**src/rtl/fetch_pkg.sv**
```systemverilog
// Shared defaults and the prefetch entry layout for the fetch stage.
package fetch_pkg;

  localparam int unsigned ADDR_W_DEF   = 16;
  localparam int unsigned INS_W_DEF    = 32;
  localparam int unsigned RESET_PC_DEF = 0;

  // One buffered instruction together with the address it was fetched from.
  typedef struct packed {
    logic [ADDR_W_DEF-1:0] addr;
    logic [INS_W_DEF-1:0]  ins;
  } fetch_entry_t;

endpackage

```
**src/rtl/fetch_prefetch_unit_sync_fifo.sv**
```systemverilog
// Small synchronous FIFO with flush; head is read combinationally from storage.
module sync_fifo #(
  parameter int unsigned DEPTH = 4,
  parameter int unsigned W     = 48
) (
  input  logic                     clk,
  input  logic                     reset,
  input  logic                     push,
  input  logic [W-1:0]             wdata,
  input  logic                     pop,
  input  logic                     flush,
  output logic [$clog2(DEPTH):0]   count,
  output logic                     empty,
  output logic [W-1:0]             head
);

  localparam int unsigned PTR_W = $clog2(DEPTH);
  localparam int unsigned CNT_W = PTR_W + 1;

  logic [W-1:0]     mem [DEPTH];
  logic [PTR_W-1:0] rd_ptr;
  logic [PTR_W-1:0] wr_ptr;
  logic [CNT_W-1:0] cnt;
  logic             do_pop_c;

  // Popping an empty FIFO is ignored.
  always_comb begin
    do_pop_c = pop & (cnt != '0);
  end

  // Pointer and occupancy tracking; flush returns to the empty state.
  always_ff @(posedge clk or negedge reset) begin
    if (!reset) begin
      rd_ptr <= '0;
      wr_ptr <= '0;
      cnt    <= '0;
    end else if (flush) begin
      rd_ptr <= '0;
      wr_ptr <= '0;
      cnt    <= '0;
    end else begin
      if (push)     wr_ptr <= wr_ptr + 1'b1;
      if (do_pop_c) rd_ptr <= rd_ptr + 1'b1;
      if (push && !do_pop_c)      cnt <= cnt + 1'b1;
      else if (!push && do_pop_c) cnt <= cnt - 1'b1;
    end
  end

  // Entry storage; contents are only meaningful while counted.
  always_ff @(posedge clk) begin
    if (push && !flush) mem[wr_ptr] <= wdata;
  end

  assign head  = mem[rd_ptr];
  assign count = cnt;
  assign empty = (cnt == '0);

endmodule

```
**src/rtl/fetch_prefetch_unit.sv**
```systemverilog
// Fetch stage: issues reads to a 1-cycle memory, buffers returns, hands them to decode.
module fetch_prefetch_unit
  import fetch_pkg::*;
#(
  parameter int unsigned ADDR_W   = ADDR_W_DEF,
  parameter int unsigned INS_W    = INS_W_DEF,
  parameter int unsigned DEPTH    = 4,
  parameter int unsigned RESET_PC = RESET_PC_DEF
) (
  input  logic              clk,
  input  logic              reset,
  input  logic              jmp_en,
  input  logic [ADDR_W-1:0] jmp_loc,
  output logic              mem_req,
  output logic [ADDR_W-1:0] mem_addr,
  input  logic [INS_W-1:0]  mem_rdata,
  output logic              ins_valid,
  input  logic              ins_ready,
  output logic [INS_W-1:0]  ins,
  output logic [ADDR_W-1:0] ins_addr
);

  localparam int unsigned CNT_W = $clog2(DEPTH) + 1;
  localparam int unsigned OCC_W = CNT_W + 1;
  localparam int unsigned ENT_W = ADDR_W + INS_W;

  logic [ADDR_W-1:0] pc;
  logic              inflight;
  logic [ADDR_W-1:0] inflight_addr;

  logic [CNT_W-1:0]  count;
  logic              empty;
  logic [ENT_W-1:0]  head;

  logic [OCC_W-1:0]  occ_c;
  logic              issue_c;
  logic              push_c;
  logic              pop_c;

  // Issue/return/hand-off decisions; a redirect overrides occupancy and blocks transfer.
  always_comb begin
    occ_c     = {1'b0, count} + OCC_W'(inflight);
    issue_c   = jmp_en | (occ_c < OCC_W'(DEPTH));
    push_c    = inflight & ~jmp_en;
    ins_valid = ~empty & ~jmp_en;
    pop_c     = ins_valid & ins_ready;
    mem_req   = reset & issue_c;
    mem_addr  = (reset & jmp_en) ? jmp_loc : pc;
    ins       = ins_valid ? head[INS_W-1:0] : '0;
    ins_addr  = ins_valid ? head[ENT_W-1:INS_W] : '0;
  end

  // PC and in-flight read tracking; a redirect replaces any outstanding read.
  always_ff @(posedge clk or negedge reset) begin
    if (!reset) begin
      pc            <= ADDR_W'(RESET_PC);
      inflight      <= 1'b0;
      inflight_addr <= '0;
    end else if (jmp_en) begin
      pc            <= jmp_loc + 1'b1;
      inflight      <= 1'b1;
      inflight_addr <= jmp_loc;
    end else begin
      inflight <= issue_c;
      if (issue_c) begin
        pc            <= pc + 1'b1;
        inflight_addr <= pc;
      end
    end
  end

  sync_fifo #(
    .DEPTH (DEPTH),
    .W     (ENT_W)
  ) u_fifo (
    .clk   (clk),
    .reset (reset),
    .push  (push_c),
    .wdata ({inflight_addr, mem_rdata}),
    .pop   (pop_c),
    .flush (jmp_en),
    .count (count),
    .empty (empty),
    .head  (head)
  );

endmodule

```
**config.mk**
```make
export PLATFORM = sky130hd
export DESIGN_NAME = fetch_prefetch_unit
export DESIGN_NICKNAME = d
export VERILOG_FILES = /design/src/rtl/fetch_pkg.sv /design/src/rtl/fetch_prefetch_unit_sync_fifo.sv /design/src/rtl/fetch_prefetch_unit.sv
export SDC_FILE = /design/constraint.sdc
export NUM_CORES = 1
export LEC_CHECK = 0
export CAP_MARGIN = 30
export CELL_PAD_IN_SITES_DETAIL_PLACEMENT = 0
export CELL_PAD_IN_SITES_GLOBAL_PLACEMENT = 1
export CORE_MARGIN = 2
export CORE_UTILIZATION = 51
export DETAILED_ROUTE_END_ITERATION = 7
export PLACE_DENSITY = 0.92
export SYNTH_ARGS = -nofsm -noshare
export SYNTH_HDL_FRONTEND = slang
export SYNTH_SLANG_ARGS = --single-unit
```
**constraint.sdc**
```tcl
create_clock -name clk -period 6.7 [get_ports clk]
set_input_delay 1.675 -clock clk [delete_from_list [all_inputs] [get_ports clk]]
set_output_delay 1.675 -clock clk [all_outputs]
set_load 0.05 [all_outputs]
```
==> flow_summary.yaml <==
status:
  status: "finished clean"
worst_setup_path:
  arrival_ns: 3.67
  startpoint: "jmp_en"
  critPathMaxFanout: 31
  rrSetupSlack_ns: 4.35
  regToRegEndpoint: "u_fifo.mem[2][47]$_DFFE_PP_"
  worstSetupStartpointType: "input port"
  worst_setup_path_end_kind: "output pin"
  rr_worst_depth: 3
  crit_type: "input port to output pin"
  critPathRequiredTime_ns: 5.03
  r2r_start: "inflight$_DFF_PN0_"
timing:
  period_minus_slack_ns: 5.35
  slew_headroom: 0.513
  fin_tns_setup_ns: 0
  slew_violations: 0
  setup_violations: 0
  skew_ns: 0.0120
  grt_setup_unrepaired: "no"
  period_share: 0.798
  max_slew.worst_pin.slew_ns: 0.730
  clock.fmax_mhz: 187
  hold_violations: 0
synthesis:
  yosysUniqueCellTypes: 44
  synth_compound_area_frac: 0.0281
  yosys.area_share.simple: 0.0869
  yosysWarningCount: 0
  syn-instance-count: 585
  synth.top_cells.by_area: "edfxtp_1 (58%), mux4_2 (11%), dfrtp_1 (10%)"
  syn-cell-area_sq_um: 9980
  synth_fa_ha_area_frac: 0.00827
  synthMuxAreaShare: 0.151
  synth_top_family_by_area: "multiplexers"
  yosys_register_bits: 232
  synth_xor_xnor_area_share: 0.0272
  seq_area_frac_synth: 0.678
  synth_edf_count: 192
  avgSynthCellArea_sq_um: 17.1
  synth_top_area_frac: 0.578
  synthesis.nets: 643
  yosys.area.top_type: "edfxtp_1"
  async_reset_ff_frac: 0.172
  synth_flop_cell: "edfxtp_1"
clock_network:
  cts_resized: 0
  clockRootBuffer: "clkbuf_16"
  insertion_delay_ns: 0.50
  tritoncts: "done"
  clockBufferDepth: 3
  holdBufCountCts: 0
  clk_pin_slew_ns: 0.06
  postCtsSetupBuffers: 0
  clock-sinks: 232
  cts_max_level: 1
  numCtsBuffers: 24
pwr:
  swShare: 0.335
  p_int_mw: 3.33
  p_per_area_nw_per_um2: 412
  power_leakage_nw: 4.11
  combPwrFrac: 0.341
  power_frac_seq: 0.411
  pwr-share-clk: 0.247
  p_switching_mw: 1.68
  vdd_drop_max_uv: 199
grt:
  track_usage: 0.189
  overflow: 0
  grt_pass1_wl_mm: 30.1
  met3_usage: 0.0310
  use_met1: 0.260
  grt_util_met2: 0.322
  busiest_layer: "met2"
  grt_pass1_vias: 5797
  grt_max_degree: 76
  antenna_found_initial: 0
min_path:
  hold_path_depth: 0
  min_from: "inflight_addr[3]$_DFFE_PN0P_"
  hold-path-endpoint: "u_fifo.mem[3][35]$_DFFE_PP_"
  hp-class: "flip-flop to flip-flop"
drt:
  viasPerCell: 5.45
  num_vias: 5395
  ant_nets: 0
  first_iter_violations: 347
  dr.pass1.iters: 5
  drc: 0
  totalWireLength_mm: 18.8
  routedWlPerCell_microns: 19.0
floorplanning:
  die_area_sq_um: 20700
  die_x_microns: 144
  rows: 51
  initial_core_util: 0.516
  coreArea_sq_um: 19300
  io_pins: 118
  die_h_microns: 144
finish:
  finalInstanceArea_sq_um: 12200
  final_cell_mix: "edfxtp_1 (192), clkdlybuf4s50_1 (115), and2_1 (53), mux4_2 (48), dfrtp_1 (38)"
  fin_nets: 765
  drive_gt1_frac: 0.175
  layout_commonest_cell: "edfxtp_1"
  area_growth_syn_to_layout_pct: 21.7
  n_antenna_cell: 0
placement:
  placement.io_buffers: 117
  hpwl_mm: 11.6
  placed_area_sq_um: 11400
  gp_congestion: 0.784
run:
  maxCapViolations: 0
## state kept, by name, summed over array words and instances (netlist names)
signal         count
inflight           1
inflight_addr     16
pc                16
u_fifo.count       3
u_fifo.mem       192
u_fifo.rd_ptr      2
u_fifo.wr_ptr      2
## power groups by stage
stage	clock (mW)	combinational, mW	sequential, mW
floorplan	0	1.26	2.02
global placement	0	1.63	2.12
detailed placement	0	1.74	2.09
CTS	1.27	1.74	2.06
global route	1.33	1.84	2.09
finish	1.24	1.71	2.06
## worst max-delay path, stage by stage
cell	delay [ns]
buf_2	0.13
nor2_4	0.56
buf_4	0.31
and2_1	0.16
clkdlybuf4s50_1	0.82
## synthesized netlist by cell type, types with 9 or more instances
library cell,count
nor2_1,16
xor2_1,19
edfxtp_1,192
xnor2_1,12
and2_1,57
mux4_2,48
mux2_2,17
dfrtp_1,40
nand4_1,11
buf_2,10
nand2_1,32
o21ai_0,20
clkbuf_1,9
nand3_1,9
mux2i_1,23
inv_1,10
## layer usage
layer,vias to the layer above,share of wire
met2,186,0.49
met1,2705,0.42
li1,2483,-
met4,0,0.012
met3,21,0.074
met5,-,0
## cell families (layout without fill, tap and decap cells)
logic type	count (synthesis)	in the layout
multiplexers	88	88
XOR/XNOR	31	31
AO/OA/AOI/OAI	40	40
buffers and inverters	40	180
adder cells (fa/ha/maj)	6	6
AND/OR/NAND/NOR	148	148
flip-flops	232	232
## how the worst max path moves through the flow
stage	endpoint	slack, ns	depth (start not counted)
2_1_floorplan	ins_addr[10]	1.91	4
3_3_place_gp	ins[28]	1.32	5
3_5_place_dp	ins[28]	1.33	5
4_1_cts	ins[28]	1.32	5
5_1_grt	ins[28]	1.18	5
6_report	ins[28]	1.35	5
## area by class of cell
class                      instances  area, sq um
fill                            1368         7180
sequential                       232         6770
multi-input combinational        313         3020
timing repair buffer             126         1250
clock buffer                      34          669
tap                              265          332
clock inverter                    10         76.3
inverter                          10         37.5
## through the flow
step / utilization / worst slack, ns / instances / power [mW] / hold slack (ns)
after floorplan: - / 1.91 / 585 / 3.29 / 0.476
after global placement: 0.588 / 1.32 / 945 / 3.75 / 0.491
after detailed placement: 0.590 / 1.33 / 946 / 3.83 / 0.517
after CTS: 0.628 / 1.32 / 990 / 5.07 / 0.535
after global routing: 0.628 / 1.18 / 990 / 5.27 / 0.545
final: 0.628 / 1.35 / 990 / 5.01 / 0.529
Note: power is estimated with default switching activity, not from simulation.
